`src/rtl/apb_pkg.sv`:
```
// Shared constants and types for the APB register-file completer.
// Default geometry: 16 words of 8 bits behind a 4-bit word address.
// The phase encoding is shared by the top-level FSM and anything that observes it.
package apb_pkg;

  localparam int ADDR_WIDTH = 4;
  localparam int DATA_WIDTH = 8;
  localparam int DEPTH      = 16;

  typedef enum logic [1:0] {
    IDLE,
    SETUP,
    ACCESS
  } apb_state_e;

  typedef logic [ADDR_WIDTH-1:0] addr_t;
  typedef logic [DATA_WIDTH-1:0] data_t;

endpackage

```
`src/rtl/apb_modport_mem.sv`:
```
// DEPTH x DATA_WIDTH register file: one write port, one asynchronous read port.
// Write lands on the rising edge when we=1; the read port follows raddr with no delay.
// No flow control; the async active-low clear zeroes every word.
module apb_modport_mem #(
  parameter int DATA_WIDTH = 8,
  parameter int DEPTH      = 16,
  parameter int IDX_W      = (DEPTH > 1) ? $clog2(DEPTH) : 1
) (
  input  logic                  clk,
  input  logic                  rst_n,
  input  logic                  we,
  input  logic [IDX_W-1:0]      waddr,
  input  logic [DATA_WIDTH-1:0] wdata,
  input  logic [IDX_W-1:0]      raddr,
  output logic [DATA_WIDTH-1:0] rdata
);
  import apb_pkg::*;

  logic [DATA_WIDTH-1:0] mem [DEPTH];

  // Storage: clear everything on reset, otherwise take the write when enabled.
  always_ff @(posedge clk or negedge rst_n) begin
    if (!rst_n) begin
      for (int i = 0; i < DEPTH; i++) begin
        mem[i] <= '0;
      end
    end else if (we) begin
      mem[waddr] <= wdata;
    end
  end

  assign rdata = mem[raddr];

endmodule

```
`src/rtl/apb_modport.sv`:
```
// APB completer in front of a register file; every transfer is SETUP + one ACCESS cycle.
// PREADY is high in every ACCESS cycle (zero wait states); read data is registered during SETUP.
// No backpressure: the completer never stalls. Out-of-range or phase-violating accesses get PSLVERR.
module apb_modport #(
  parameter int ADDR_WIDTH = apb_pkg::ADDR_WIDTH,
  parameter int DATA_WIDTH = apb_pkg::DATA_WIDTH,
  parameter int DEPTH      = apb_pkg::DEPTH
) (
  input  logic                  PCLK,
  input  logic                  RESETn,
  input  logic                  PSLEx,
  input  logic                  PENABLE,
  input  logic                  PWRITE,
  input  logic [ADDR_WIDTH-1:0] PADDAR,
  input  logic [DATA_WIDTH-1:0] PWDATA,
  output logic [DATA_WIDTH-1:0] PRDATA,
  output logic                  PREADY,
  output logic                  PSLVERR
);
  import apb_pkg::*;

  localparam int IDX_W = (DEPTH > 1) ? $clog2(DEPTH) : 1;

  apb_state_e            state;
  logic [DATA_WIDTH-1:0] prdata_q;
  logic [DATA_WIDTH-1:0] mem_rdata;
  logic                  addr_ok;
  logic                  setup_cyc;
  logic                  access_cyc;
  logic                  proto_err;
  logic                  err;
  logic                  mem_we;

  // One extra bit on the compare so DEPTH == 2**ADDR_WIDTH does not wrap to zero.
  assign addr_ok    = ({1'b0, PADDAR} < (ADDR_WIDTH+1)'(DEPTH));
  assign setup_cyc  = PSLEx & ~PENABLE;
  // Reset gates the access strobe so outputs drop the moment RESETn falls.
  assign access_cyc = RESETn & PSLEx & PENABLE;
  // An access is legal only when the previous cycle was a SETUP.
  assign proto_err  = (state != SETUP);
  assign err        = access_cyc & (~addr_ok | proto_err);
  assign mem_we     = access_cyc & PWRITE & ~err;

  assign PREADY  = access_cyc;
  assign PSLVERR = err;
  // A failing read returns zero even if the register still holds an earlier read.
  assign PRDATA  = (err & ~PWRITE) ? '0 : prdata_q;

  // Bus-phase tracker: the state names the phase of the previous cycle.
  always_ff @(posedge PCLK or negedge RESETn) begin
    if (!RESETn) begin
      state <= IDLE;
    end else begin
      case (state)
        IDLE: begin
          if (setup_cyc) state <= SETUP;
        end
        SETUP: begin
          state <= ACCESS;
        end
        ACCESS: begin
          if (!PSLEx)         state <= IDLE;
          else if (!PENABLE)  state <= SETUP;
        end
        default: begin
          state <= IDLE;
        end
      endcase
    end
  end

  // Read data is captured in SETUP so it is stable for the whole ACCESS cycle.
  always_ff @(posedge PCLK or negedge RESETn) begin
    if (!RESETn) begin
      prdata_q <= '0;
    end else if (setup_cyc && !PWRITE) begin
      prdata_q <= addr_ok ? mem_rdata : '0;
    end
  end

  apb_modport_mem #(
    .DATA_WIDTH (DATA_WIDTH),
    .DEPTH      (DEPTH),
    .IDX_W      (IDX_W)
  ) u_mem (
    .clk   (PCLK),
    .rst_n (RESETn),
    .we    (mem_we),
    .waddr (PADDAR[IDX_W-1:0]),
    .wdata (PWDATA),
    .raddr (PADDAR[IDX_W-1:0]),
    .rdata (mem_rdata)
  );

endmodule

```
`config.mk`:
```
export PLATFORM = sky130hd
export DESIGN_NAME = apb_modport
export DESIGN_NICKNAME = d
export VERILOG_FILES = /design/src/rtl/apb_pkg.sv /design/src/rtl/apb_modport_mem.sv /design/src/rtl/apb_modport.sv
export SDC_FILE = /design/constraint.sdc
export NUM_CORES = 1
export LEC_CHECK = 0
export ABC_AREA = 1
export CAP_MARGIN = 20
export CORE_UTILIZATION = 66
export DETAILED_ROUTE_END_ITERATION = 12
export PLACE_DENSITY = 0.9
export SYNTH_ARGS = -nofsm -noshare
export SYNTH_HDL_FRONTEND = slang
export SYNTH_HIERARCHICAL = 1
export SYNTH_SLANG_ARGS = --single-unit
```
`constraint.sdc`:
```
create_clock -name PCLK -period 3 [get_ports PCLK]
set_input_delay 0.75 -clock PCLK [delete_from_list [all_inputs] [get_ports PCLK]]
set_output_delay 0.75 -clock PCLK [all_outputs]
set_load 0.05 [all_outputs]
```
Word-level counts from Yosys, hierarchy flattened:

Cells that the tools add are included.

* flip-flop bits (word level): 138
* output and inout port bits: 10
* word-level logic and storage cells: 52

* magnitude comparators: 2
* equality and inequality tests: 5
* mux-type cells: 11
* bitwise operators: 11
* reduce and logical (&&, ||, !) cells: 5

Operators with widths (count)
* $bwmux 128: 1
* $bmux 8 s4: 1
* $demux 8 s4: 1
* $mux 8: 4
* $and 1x1->1: 7
* $mux 2: 3
* $pmux 2 s3: 1
* $ge 5x5->1 const B: 1
* $lt 5x1->1 const B: 1
* $not 4->5: 1
* $ne 3x3->1 const B: 1
* $not 1->1: 3
* $eq 2x1->1 const B: 1
* $eq 2x2->1 const B: 1
* $logic_and 1x1->1: 2
* $logic_not 2->1: 1
* $ne 2x1->1 const B: 1
* $ne 2x2->1 const B: 1
* $reduce_and 2->1: 1
* $logic_not 1->1: 1

Logic depth before layout (Yosys ltp):

* word-level depth: 6
* gate-level depth with buffers: 11
* gate-level depth less buffers: 9

By module:

Netlist, hierarchy kept.

Modules (own cells, without submodules)
* apb_modport_mem: times used 1, cells an instance 850, area each 6271.0 um2, sequential area each 3203.1 um2
* apb_modport: times used 1, cells an instance 67, area each 558.0 um2, sequential area each 250.2 um2

Least setup slack after synthesis:

No wires, ideal clock.

* kind: in2out
* from: input port PENABLE
* to: output port PSLVERR
* arrival: 2.078 ns
* required time: 2.250 ns
* setup slack: 0.172 ns
* cell stages on the path: 4
* buffers on the path: 0
* cells stage by stage: inv_1 > nor2_4 > inv_1 > a21oi_1

* longest elaborated chain between the ends: 2

RTL lines
* from (decl): RTL line apb_modport.sv:12 `input logic PENABLE,`
* $and 1x1->1: RTL line apb_modport.sv:38 `assign access_cyc = RESETn & PSLEx & PENABLE;`
* net PREADY: RTL line apb_modport.sv:17 `output logic PREADY,`
* $and 1x1->1: RTL line apb_modport.sv:41 `assign err = access_cyc & (~addr_ok | proto_err);`
* to (decl): RTL line apb_modport.sv:18 `output logic PSLVERR`

The timed path passes the listed nets, and every way through them passes these cells.

Worst setup path in the final report:

* from: input port PSLEx
* to: output port PSLVERR

* longest elaborated chain between the ends: 3

RTL lines
* from (decl): RTL line apb_modport.sv:11 `input logic PSLEx,`
* $and 1x1->1 (2 in series): RTL line apb_modport.sv:38
* $and 1x1->1: RTL line apb_modport.sv:41

Every way passes these cells.

==> results by group <==
Timing
  – Setup TNS after final layout: 0 ps
  – Ratio of final minimum period to clock period: 95.87%
  – Relative slew slack: 52.62%
  – Count of pins over their slew limit: 0
  – Transition time at the pin with the least slew margin: 710.7 ps
  – Fin Clk Skew: 5.870 ps
  – Finish-stage setup viols: 0
  – Final hold violation count: 0
  – Final critical delay including setup and external delays: 2876 ps
  – Fmax: around 0.35 GHz
  – RSZ-0062 raised after global routing: no

Critical path
  – Worst path bufs/invs: 3
  – Largest stage delay on the critical path: 600 ps
  – Cell depth of the worst setup path: 6
  – Logic depth of the worst register-to-register path: 9
  – Family with the most delay on the worst path: buffers and inverters
  – Kind of launch point of the worst setup path: primary input
  – Class of the most critical setup path: primary input to output pin
  – Arrival time worst endpoint: 2130 ps
  – Critical-path cell list: clkdlybuf4s50_1 > nand2_2 > nor2_4 > inv_1 > a21oi_1 > buf_12
  – Largest fanout on the critical path: 4
  – Highest-delay cell along the critical path: clkdlybuf4s50_1
  – Start of the worst register-to-register path: state[1]$_DFFE_PN0P_
  – CP required: 2250 ps
  – Worst setup path startpoint: PSLEx
  – Worst setup EP type: output pin

CTS
  – TritonCTS clock tree: done
  – CTS Buf Count: 17
  – Later-pin clock latency in the skew report: 520 ps
  – Hold buffer count at cts: 0
  – Post-CTS Setup Bufs: 0
  – Root buffer cell: clkbuf_8
  – H-tree depth: 4
  – Number of sinks driven by the clock tree: between 100 and 150
  – Clock-pin slew on the worst setup and hold paths: roughly 60 ps
  – Max Root-Sink Buffers: 2
  – Post-CTS Resized: 0

Logic synthesis
  – Area share of the largest cell type after synthesis: 50.57%
  – Post-synth EDFFs: 0
  – Mapped Avg Cell Area: 7.447 um^2
  – Cell variety after synth: 20
  – Most used DFF post-synth: dfrtp_1
  – Cell type with the largest total area after synthesis: dfrtp_1
  – Synthesis Warnings: 6
  – Largest cells by area after synthesis: dfrtp_1 51%, nand2_1 16%, o21ai_0 9.5%
  – Netlist area before placement: 6829 um^2
  – Asr flop ratio synth: 100.0%
  – #FFs+latches synth: 138
  – Number of instances in the synthesized netlist: around 900
  – Syn Nets: 934
  – Fraction of the yosys area taken by sequential cells: 50.57%

Final layout
  – Layout area overhead: 16.76%
  – Fraction of layout instances using a drive strength above 1: between 10% and 20%
  – Diodes inserted: 0
  – Layout net count: 968
  – Cell area after layout: between 7000 and 8000 um^2

Route
  – Residual DRC: 0
  – Number of optimization iterations in the first detailed-route pass: 5
  – Routed vias/inst: 5.926
  – Number of routed nets with antenna violations: 0
  – Avg WL per Cell: 17.65 um
  – Initial DRC Count: 903
  – Final WL: 19.36 mm
  – Detailed-route via count: 6501

Placed design
  – Final weighted congestion of routability-driven global placement: 0.8900
  – Area after detailed placement: 7361 um^2
  – Number of port buffers: 26
  – Half-perimeter wire length after detailed placement: 11.34 mm

Die
  – Vertical die dimension: 103.7 um
  – Io pins: 27
  – Std-Cell Rows: 36
  – Die width: roughly 100 um
  – Initial Utilization: 68.91%
  – Placeable core region: about 10000 um^2
  – Die Outline Area: 10760 um^2

GRT
  – First-pass GRT wire length: 31.32 mm
  – Via count of the first global-routing pass: between 6000 and 7000
  – All-Layer GR Usage: 37.70%
  – Grt total ovfl: 0
  – Number of antenna violations at the first check in global routing: 0
  – Maximum number of pins on one net before global-route repair: 139

Pwr
  – Static Leak: 3.938 nW
  – Power density over the cells: slightly below 600 nW/um^2
  – IR drop worst, VDD: a little over 0.0003 V

Flow run
  – Number of maximum-capacitance violations: 0

Run status
  – Run status: finished clean

Min path
  – Tightest Hold Check Type: primary input to async pin
-- stage by stage --
stage                     utilization, %  power [W]  std cells  hold slack (ps)  worst slack [ps]
after global routing               80.47   0.004840       1097            465.6             71.50
after CTS                          80.47   0.004691       1097            438.4             142.8
final                              80.47   0.004694       1097            401.4             124.0
after global placement             74.28   0.002501       1065            460.1             206.4
after detailed placement           74.28   0.002518       1065            472.8             104.1
after floorplan                        -   0.002312        917            443.3             172.2
-- metal layers --
layer	part of all wire, %	vias up	routed length, um	track usage, %
li1	-	2902	-	-
met1	37	3006	7208	47.86
met2	47	483	9121	59.59
met3	11	110	2099	8.685
met4	4.8	0	931	22.04
met5	0	-	0	0
-- synthesized netlist by cell type, types with 3 or more instances --
cell type    n
buf_1        9
nor3_2       3
o21ai_0    129
clkbuf_1    27
buf_2       14
nand2_1    290
dfrtp_1    138
nor2_1       8
nor2_2       5
o21ai_2      8
inv_1      158
nand3_1    118
-- cells by family (layout without fill, tap and decap cells) --
group | Yosys count | in the layout | share of synthesized area [%]
buffers and inverters | 210 | 257 | 11.91
and+or+nand+nor | 431 | 431 | 26.97
DFF | 138 | 138 | 50.57
AOI/OAI and AO/OA | 138 | 138 | 10.55
-- layout by cell type (no fill, tap or decap), drive strengths merged --
master and n:
nand2 291, inv 160, dfrtp 138, o21ai 137
nand3 120, buf 52, clkbuf 18, clkdlybuf4s50 14
nor2 14, clkinv 5, clkinvlp 4, bufinv 4
nor3 3, or2 2, a21oi 1, nand4 1
-- worst paths after layout --
check,end,slack [ps]
worst max register to register,u_mem/mem[69]$_DFFE_PN0P_,920
min in group PCLK,u_mem/mem[100]$_DFFE_PN0P_,490
worst min-delay path,u_mem/mem[30]$_DFFE_PN0P_,400
worst max-delay path,PSLVERR,120
worst min register to register,u_mem/mem[100]$_DFFE_PN0P_,490
max in group asynchronous,u_mem/mem[90]$_DFFE_PN0P_,2090
-- layout make-up --
type | instances | area (um^2)
Fill cell | 600 | 1936
Clock inverter | 14 | 195.2
Sequential cell | 138 | 3453
Timing Repair Buffer | 66 | 581.8
Inverter | 159 | 596.8
Tap cell | 133 | 166.4
Multi-Input combinational cell | 569 | 2562
Clock buffer | 18 | 417.9
-- worst reg2reg max path: cells and delay by family, from the launching register on --
family          cells  cell delay, ps
flops               1             360
compound gates      1             120
buf+inv             3             610
simple gates        5             890
-- state kept, by name (all words and copies together) (netlist names) --
name,flops
prdata_q,8
state,2
u_mem/mem,128
-- power by group --
part	switching (W)	total [W]	leakage, nW	internal, W
registers	0.0000336	0.00197	1.59	0.00193
clock network	0.000831	0.00219	0.288	0.00135
logic	0.000381	0.000542	2.06	0.000161
Power figures use the tool's default switching activity.
